**config.mk**
```make
export PLATFORM = sky130hd
export DESIGN_NAME = lcd_de_receiver
export DESIGN_NICKNAME = d
export VERILOG_FILES = /design/src/rtl/lcd_de_receiver.sv
export SDC_FILE = /design/constraint.sdc
export NUM_CORES = 1
export LEC_CHECK = 0
export BUFFER_PORTS_ARGS = -buffer_cell sky130_fd_sc_hd__buf_2
export CAP_MARGIN = 10
export CORE_UTILIZATION = 44
export DETAILED_ROUTE_END_ITERATION = 6
export PLACE_DENSITY = 0.61
export SETUP_SLACK_MARGIN = 0.1
export SLEW_MARGIN = 20
export SYNTH_ARGS = -nofsm -noshare
export SYNTH_HDL_FRONTEND = slang
export SYNTH_SLANG_ARGS = --single-unit
```
**constraint.sdc**
```tcl
create_clock -name PixelClk -period 7.5 [get_ports PixelClk]
set_input_delay 0.375 -clock PixelClk [delete_from_list [all_inputs] [get_ports PixelClk]]
set_output_delay 0.375 -clock PixelClk [all_outputs]
set_load 0.01 [all_outputs]
```
**src/rtl/lcd_de_receiver.sv**
```systemverilog
// DE-mode RGB565 sink: recovers pixel coordinates and line/frame boundaries from DE alone,
// and reports per-frame line count, checksum and geometry errors.
module lcd_de_receiver #(
    parameter int H_ACTIVE  = 480,
    parameter int V_ACTIVE  = 272,
    parameter int FRAME_GAP = 1000
) (
    input  logic        PixelClk,
    input  logic        RST,
    input  logic        LCD_DE,
    input  logic [4:0]  LCD_R,
    input  logic [5:0]  LCD_G,
    input  logic [4:0]  LCD_B,
    output logic        pix_valid,
    output logic [15:0] pix_x,
    output logic [15:0] pix_y,
    output logic [15:0] pix_rgb,
    output logic        frame_done,
    output logic [15:0] frame_lines,
    output logic [15:0] frame_checksum,
    output logic        err_line_len,
    output logic        err_frame_height,
    output logic [15:0] frame_count
);

    localparam logic [15:0] H_L   = 16'(H_ACTIVE);
    localparam logic [15:0] V_L   = 16'(V_ACTIVE);
    localparam logic [15:0] GAP_L = 16'(FRAME_GAP);

    typedef enum logic [1:0] {S_SYNC, S_VBLANK, S_ACTIVE, S_HBLANK} state_t;

    function automatic logic [15:0] sat_inc(input logic [15:0] v);
        return (v == 16'hFFFF) ? v : v + 16'd1;
    endfunction

    logic        r_de_p0;
    logic [15:0] r_rgb_p0;
    logic [15:0] r_gap;
    state_t      r_state;
    logic [15:0] r_x;
    logic [15:0] r_y;
    logic [15:0] r_lines;
    logic [15:0] r_sum;
    logic        r_lerr;
    logic        r_end_p1;
    logic [15:0] r_snap_lines_p1;
    logic [15:0] r_snap_sum_p1;
    logic        r_snap_lerr_p1;

    logic        w_gap_hit;
    logic        w_start;
    logic        w_newline;
    logic        w_cont;
    logic        w_line_end;
    logic        w_frame_end;
    logic        w_emit;
    logic [15:0] w_emit_x;
    logic [15:0] w_emit_y;

    // Stage p0: input capture and blanking-gap measurement
    always_ff @(posedge PixelClk or posedge RST) begin
        if (RST) begin
            r_de_p0  <= 1'b0;
            r_rgb_p0 <= '0;
            r_gap    <= '0;
        end else begin
            r_de_p0  <= LCD_DE;
            r_rgb_p0 <= {LCD_R, LCD_G, LCD_B};
            r_gap    <= r_de_p0 ? 16'd0 : sat_inc(r_gap);
        end
    end

    // A gap hit with DE already back high ends the old frame and starts the next in one step.
    always_comb begin
        w_gap_hit   = (r_gap >= GAP_L);
        w_frame_end = (r_state == S_HBLANK) && w_gap_hit;
        w_start     = r_de_p0 && ((r_state == S_VBLANK) ||
                      (((r_state == S_SYNC) || (r_state == S_HBLANK)) && w_gap_hit));
        w_newline   = r_de_p0 && (r_state == S_HBLANK) && !w_gap_hit;
        w_cont      = r_de_p0 && (r_state == S_ACTIVE);
        w_line_end  = !r_de_p0 && (r_state == S_ACTIVE);
        w_emit      = w_start || w_newline || w_cont;
        w_emit_x    = w_cont ? r_x : 16'd0;
        w_emit_y    = w_start ? 16'd0 : (w_newline ? sat_inc(r_y) : r_y);
    end

    // Stage p1: line/frame tracking and pixel output
    always_ff @(posedge PixelClk or posedge RST) begin
        if (RST) begin
            r_state         <= S_SYNC;
            r_x             <= '0;
            r_y             <= '0;
            r_lines         <= '0;
            r_sum           <= '0;
            r_lerr          <= 1'b0;
            r_end_p1        <= 1'b0;
            r_snap_lines_p1 <= '0;
            r_snap_sum_p1   <= '0;
            r_snap_lerr_p1  <= 1'b0;
            pix_valid       <= 1'b0;
            pix_x           <= '0;
            pix_y           <= '0;
            pix_rgb         <= '0;
        end else begin
            pix_valid <= w_emit;
            r_end_p1  <= w_frame_end;
            if (w_frame_end) begin
                r_snap_lines_p1 <= r_lines;
                r_snap_sum_p1   <= r_sum;
                r_snap_lerr_p1  <= r_lerr;
            end
            if (w_emit) begin
                pix_x   <= w_emit_x;
                pix_y   <= w_emit_y;
                pix_rgb <= r_rgb_p0;
                r_x     <= sat_inc(w_emit_x);
                r_y     <= w_emit_y;
                r_sum   <= (w_start ? 16'd0 : r_sum) + r_rgb_p0;
            end
            if (w_start) begin
                r_lines <= '0;
                r_lerr  <= 1'b0;
            end
            if (w_line_end) begin
                r_lines <= sat_inc(r_lines);
                if (r_x != H_L)
                    r_lerr <= 1'b1;
            end
            case (r_state)
                S_SYNC:   if (w_gap_hit) r_state <= r_de_p0 ? S_ACTIVE : S_VBLANK;
                S_VBLANK: if (r_de_p0) r_state <= S_ACTIVE;
                S_ACTIVE: if (!r_de_p0) r_state <= S_HBLANK;
                S_HBLANK: begin
                    if (r_de_p0)
                        r_state <= S_ACTIVE;
                    else if (w_gap_hit)
                        r_state <= S_VBLANK;
                end
                default:  r_state <= S_SYNC;
            endcase
        end
    end

    // Stage p2: frame summary publication
    always_ff @(posedge PixelClk or posedge RST) begin
        if (RST) begin
            frame_done       <= 1'b0;
            frame_lines      <= '0;
            frame_checksum   <= '0;
            err_line_len     <= 1'b0;
            err_frame_height <= 1'b0;
            frame_count      <= '0;
        end else begin
            frame_done <= r_end_p1;
            if (r_end_p1) begin
                frame_lines      <= r_snap_lines_p1;
                frame_checksum   <= r_snap_sum_p1;
                err_line_len     <= r_snap_lerr_p1;
                err_frame_height <= (r_snap_lines_p1 != V_L);
                frame_count      <= frame_count + 16'd1;
            end
        end
    end

endmodule

```
==> flow_summary.ini, run 1 <==
[status]
status = completed

[drt]
remaining_drc_errors = 0
1st_pass_router_iterations = 4
first_iter_violations = 303
route.detailed.wl_per_inst_um = 14.9
routed_wirelength_mm = 19.7
routed_via_density = 5.08
vias = 6682
remaining_number_of_nets_flagged_by_the_antenna_check_after_routing = 0

[floorplan]
num_io_pins = 119
floorplan_die_area_um2 = 22300
chipWidth_um = 149
fp-row-count = 53
floorplan.initialDensity = 0.452
die-height_um = 149
core_area_um2 = 21200

[cts]
clk_pin_slew_ns = 0.06
post_cts_resize_count = 0
numCtsBuffers = 24
htreeDepth = 1
cts.root.buffer_cell = clkbuf_16
maximum_count_of_clock_buffers_along_a_single_path = 3
cts_tree = yes
clock_insertion_delay_worst_skew_ns = 0.51
clkSinkCount = 218
cts_setup_buffers = 0

[global_route]
maximum_number_of_pins_on_one_net_before_global_route_repair = 137
grt.overflow.total = 0
globalRouteTotalUtil = 0.181
grt_first_pass_wirelength_mm = 32.8
antenna_found_initial = 0
first_global_vias = 6586

[placement]
dp.final_hpwl_mm = 12.7
gp_congestion = 0.799
place_inst = 1256
io_buffer_count = 118
dpl-instance-area_um2 = 10400

[power_and_ir_drop]
worst_ir_drop_vdd_v = 0.000142
power.total_mw = 2.44
cellPowerDensity_nw_per_um2 = 214
p_leak_nw = 5.95

[worst_setup_path]
timing.critical_path.fanout_max = 18
startpoint_type = flop
worst-endpoint-arrival_ns = 4.31
endpoint_kind = flop
worstPathRequired_ns = 7.86
critPathKind = flop to flop

[synthesis]
number_of_flops_mapped_to_enable_cells_by_yosys = 0
postSynth.asyncResetShare = 1.00
synth_sequential_area_ratio = 0.570
syn_avg_cell_area_um2 = 10.8
synthesis.area_um2 = 9570
post_synth_main_area_contributors = dfrtp_1 (57%), nand2_1 (6.8%), mux2_2 (6.1%)
ys_seq_elements = 218
top_reg_cell_synth = dfrtp_1
netlist-cell-type-count = 56
synth.largest_area_cell = dfrtp_1
syn-num-nets = 929
synthDominantCellAreaShare = 0.570
count_of_warnings_emitted_by_yosys = 0
syn-instance-count = 884

[finish]
multi_input_comb_area_um2 = 3960
fin_nets = 1069
insertedDiodeCount = 0
area.growth.synth_to_final_pct = 19.5
total_area_of_sequential_cells_um2 = 5460
share_of_post_route_cells_with_drive_strength_above_1 = 0.217
layout.cells.non_filler = 1316
fillers = 1902
finalInstanceArea_um2 = 11400

[sta]
fmax_mhz = 253
final-setup-viol-count = 0
total_count_of_max_transition_violations_in_the_final_report = 0
min_period_ns = 3.96
fin_setup_tns_ns = 0
hold_viol_final = 0
worstMarginPinSlew_ns = 0.947
grt_setup_unrepaired = no
finalCritPeriodShare = 0.527
slew_headroom = 0.369
clock_skew_ns = 0.0128

[hold_path]
holdCritPathClass = input pin to async pin

[run]
drv.max_cap_violation_count = 0
## where the power goes
group	internal (mW)	switching, mW
clock network	0.740	0.462
logic	0.0176	0.0360
registers	1.18	0.00577
total	1.94	0.503
## cell usage in the layout, fill, tap and decap left out, types with 2 or more instances in the layout
cell,instances
nor3_1,11
nand2b_1,4
nor2_1,71
bufinv_16,3
nor4b_1,3
o211ai_1,5
nand4_1,18
dfrtp_1,217
nand2_1,174
a21boi_0,2
nor2b_1,4
dlygate4sd3_1,17
clkinv_2,7
a22o_1,13
xor2_1,48
nor2_2,2
o21ai_1,2
buf_4,4
a31oi_1,3
mux2_2,52
o31ai_1,2
or2_2,2
o21ai_0,28
buf_2,118
nand3_1,30
or3_1,7
and2_1,18
a21oi_1,14
ha_1,25
inv_1,12
nor4_1,4
xnor2_1,30
clkbuf_1,5
clkbuf_16,25
and4_1,6
a21o_1,5
clkbuf_8,3
and3_1,21
## final cells by class
cell class	count	area share
well taps	275	0.0301
clock inverters	10	0.0109
repair buffers	140	0.0701
inverters	15	0.00558
multi-input cells	625	0.346
flip-flops and latches	218	0.477
clock buffers	33	0.0600
## worst paths after layout
check | from | slack [ns] | to | cells after the start
worst min-delay path | RST | 0.09 | frame_count[3] | 2
max in group asynchronous | RST | 6.13 | r_end_p1 | 3
worst max register to register | r_gap[7] | 3.54 | r_sum[14] | 15
min in group PixelClk | frame_count[15] | 0.47 | frame_count[15] | 1
worst min register to register | frame_count[15] | 0.47 | frame_count[15] | 1
worst max-delay path | r_gap[7] | 3.54 | r_sum[14] | 15
## flip-flops by register name, indices dropped and copies added (netlist names), 2 cells and up
signal	cells
frame_checksum	16
frame_count	16
frame_lines	16
pix_rgb	16
pix_x	16
r_gap	16
r_lines	16
r_rgb_p0	16
r_snap_lines_p1	16
r_snap_sum_p1	16
r_state	2
r_sum	16
r_x	16
r_y	16
## stage by stage
step,worst slack (ns),hold slack [ns],util
2_1_floorplan,1.16,0.406,-
3_3_place_gp,3.65,0.455,0.494
3_5_place_dp,3.56,0.457,0.494
4_1_cts,3.53,0.137,0.540
5_1_grt,3.25,0.175,0.540
6_report,3.54,0.0916,0.540
## routing by layer
metal,up-vias,share of wire,GRT usage
li1,3294,-,-
met1,3229,0.50,0.260
met2,129,0.44,0.286
met3,30,0.041,0.0302
met4,0,0.018,0.0439
met5,-,0,0
## critical path, stage by stage (launching register included)
cell	delay (ns)
dfrtp_1	0.41
nand4_1	0.13
o211ai_1	0.34
a21o_1	0.26
nand2_1	0.35
and2_1	0.32
ha_1	0.22
fa_1	0.42
a21o_1	0.19
a21oi_1	0.27
o211ai_1	0.20
nand4_1	0.15
nand4b_1	0.10
a31oi_1	0.21
xor2_1	0.15
o21ai_0	0.08
## cells in the mapped netlist, types with 3 or more instances
master / n
buf_1: 3
and4_1: 6
ha_1: 25
and2_1: 18
nand3_1: 30
a21o_1: 5
xor2_1: 48
clkbuf_1: 21
dfrtp_1: 218
nand2b_1: 4
and3_1: 21
o211ai_1: 5
nand4_1: 18
nor3_1: 11
nor2_1: 72
or3_1: 7
o21ai_0: 28
mux2_2: 52
nor4_1: 4
nor2b_1: 4
a21oi_1: 14
nor4b_1: 3
a22o_1: 13
xnor2_1: 30
a31oi_1: 3
inv_1: 13
nand2_1: 174
## cell families (layout without fill, tap and decap cells)
group | Yosys count | after routing | share of synthesized area
simple gates | 381 | 381 | 0.184
flops | 218 | 218 | 0.570
compound gates | 87 | 87 | 0.0610
xor+xnor | 78 | 78 | 0.0714
mux | 53 | 53 | 0.0623
buf+inv | 41 | 198 | 0.0164
fa+ha+maj | 26 | 26 | 0.0348
## repair_timing
item                       in CTS  in global routing
setup endpoints to repair       0                  0
hold buffers                   17                  0
hold endpoints to repair       17                  0
Power figures use the tool's default switching activity.
==> run 2, diff against run 1 <==
--- a/config.mk
+++ b/config.mk
@@ -9,7 +9,7 @@
 export CAP_MARGIN = 10
 export CORE_UTILIZATION = 44
 export DETAILED_ROUTE_END_ITERATION = 6
-export PLACE_DENSITY = 0.61
+export PLACE_DENSITY = 0.64
 export SETUP_SLACK_MARGIN = 0.1
 export SLEW_MARGIN = 20
 export SYNTH_ARGS = -nofsm -noshare
==> constraint.sdc (replaced) <==
create_clock -name PixelClk -period 3.6 [get_ports PixelClk]
set_input_delay 0.18 -clock PixelClk [delete_from_list [all_inputs] [get_ports PixelClk]]
set_output_delay 0.18 -clock PixelClk [all_outputs]
set_load 0.01 [all_outputs]
==> flow_summary.ini, run 2 (synthesis results as in run 1) <==
[worst_setup_path]
critical-path-slowest-cell = dfrtp_1
startpoint_type = flop
worstPathRequired_ns = 3.99
endpoint_kind = flop
critical-path-top-cell-by-count = o211ai_1
r2r-start = r_gap[10]
r2r-end = r_sum[15]
regToRegSetupSlack_ns = 0.31
worst-endpoint-arrival_ns = 3.68
worstPathCellList = nor4_4 > o211ai_1 > a21o_1 > nand2_4 > and2_1 > ha_1 > a211oi_2 > o21a_1 > a21boi_1 > o211ai_1 > a31oi_1 > xnor2_1 > o21ai_0 > o221a_1
worst-r2r-cell-count = 14
cp_slowest_stage_delay_ns = 0.44
timing.critical_path.buf_inv = 0
timing.critical_path.fanout_max = 12
critPathKind = flop to flop
path_delay_family = compound AO/OA/AOI/OAI gates

[cts]
numCtsBuffers = 24
clk_pin_slew_ns = 0.06
cts_tree = yes
cts.root.buffer_cell = clkbuf_16
clkSinkCount = 218
maximum_count_of_clock_buffers_along_a_single_path = 3
htreeDepth = 1
clock_insertion_delay_worst_skew_ns = 0.52

[placement]
place_inst = 1266
dp.final_hpwl_mm = 13.3
io_buffer_count = 118
gp_congestion = 0.810

[sta]
hold_viol_final = 0
worstMarginPinSlew_ns = 0.774
finalCritPeriodShare = 0.913
clock_skew_ns = 0.0141
fmax_mhz = 304
total_count_of_max_transition_violations_in_the_final_report = 0
grt_setup_unrepaired = yes
final-setup-viol-count = 0
min_period_ns = 3.29
slew_headroom = 0.484
fin_setup_tns_ns = 0

[floorplan]
chipWidth_um = 149
floorplan.initialDensity = 0.452
floorplan_die_area_um2 = 22300
num_io_pins = 119
die-height_um = 149
fp-row-count = 53
core_area_um2 = 21200

[drt]
routed_via_density = 5.10
routed_wirelength_mm = 19.7
1st_pass_router_iterations = 6
route.detailed.wl_per_inst_um = 14.8
remaining_number_of_nets_flagged_by_the_antenna_check_after_routing = 0
remaining_drc_errors = 0
vias = 6779
first_iter_violations = 304

[finish]
layout_commonest_cell = dfrtp_1
insertedDiodeCount = 0
layout.cells.non_filler = 1330
fin_nets = 1084
area.growth.synth_to_final_pct = 21.7
share_of_post_route_cells_with_drive_strength_above_1 = 0.231
final_cell_mix = dfrtp_1 (217), nand2_1 (173), buf_2 (118)

[power_and_ir_drop]
power_switching_mw = 1.06
share_seq_of_total_power = 0.474
worst_ir_drop_vdd_v = 0.000245
p_leak_nw = 6.06
power_frac_clock = 0.504
internal-power_mw = 4.17
cellPowerDensity_nw_per_um2 = 449
comb_power_share = 0.023
net_switching_share_of_the_total_power = 0.202

[global_route]
grt_first_pass_wirelength_mm = 33.0
globalRouteTotalUtil = 0.182
first_global_vias = 6590
maximum_number_of_pins_on_one_net_before_global_route_repair = 91
antenna_found_initial = 0
grt.overflow.total = 0

[status]
status = completed

[hold_path]
holdCritPathClass = input pin to async pin

[run]
drv.max_cap_violation_count = 0
run 2: cell count changes in the layout (fill, tap and decap cells not counted), moves of 2 or more:
cell	before	now
buf_12	0	2
clkinv_2	7	3
clkinvlp_4	0	2
buf_4	4	17
bufinv_16	3	5
run 2: worst reg2reg max path, stage by stage (launching register included):
cell	delay (ns)
dfrtp_1	0.44
nor4_4	0.32
o211ai_1	0.15
a21o_1	0.22
nand2_4	0.14
and2_1	0.20
ha_1	0.27
a211oi_2	0.19
o21a_1	0.19
a21boi_1	0.13
o211ai_1	0.27
a31oi_1	0.14
xnor2_1	0.22
o21ai_0	0.12
o221a_1	0.16
run 2: how the worst max path moves through the flow:
stage,from,endpoint,cells after the start
finish,r_gap[10],r_sum[15],14
detailed placement,r_gap[10],r_sum[15],14
global placement,r_gap[10],r_sum[15],14
CTS,r_gap[10],r_sum[15],14
floorplan,r_gap[6],r_sum[14],16
global route,r_gap[10],r_sum[15],14
run 2: timing repair:
action / 4_1_cts / 5_1_grt
endpoints found under the setup margin: 2 / 5
pin swaps: 0 / 7
resized for setup: 1 / 6
hold buffers: 18 / 0
setup buffers: 0 / 4
endpoints found under the hold margin: 40 / 0
run 2: per-layer routing:
metal | vias to the layer above | global-route usage | wire length [um] | part of all wire
met3 | 35 | 0.0256 | 725 | 0.037
met5 | - | 0 | 0 | 0
met2 | 136 | 0.279 | 8660 | 0.44
met4 | 0 | 0.0520 | 452 | 0.023
li1 | 3325 | - | - | -
met1 | 3283 | 0.267 | 9810 | 0.50
run 2: final cells by class:
cell class | instances | area (um2)
inverter | 15 | 60.1
timing repair buffer | 155 | 938
sequential | 218 | 5460
clock buffer | 32 | 671
clock inverter | 10 | 189
multi-input combinational | 625 | 3980
tap | 275 | 344
fill | 1839 | 9510
run 2: power groups by stage:
stage	Combinational, mW	Sequential, mW	Clock [mW]
after floorplan	0.0688	2.52	0
after global placement	0.106	2.52	0
after detailed placement	0.107	2.52	0
after CTS	0.123	2.47	2.70
after global routing	0.137	2.47	2.80
final	0.118	2.47	2.63
run 2: stage by stage:
stage	area (um2)	total power [mW]	utilization	setup slack (ns)	hold slack, ns
final	11600	5.22	0.550	0.314	0.277
after floorplan	9570	2.58	-	0.166	0.211
after global routing	11600	5.41	0.550	0.0601	0.301
after global placement	10500	2.62	0.498	0.129	0.278
after CTS	11600	5.30	0.548	0.129	0.284
after detailed placement	10500	2.63	0.498	0.0385	0.281
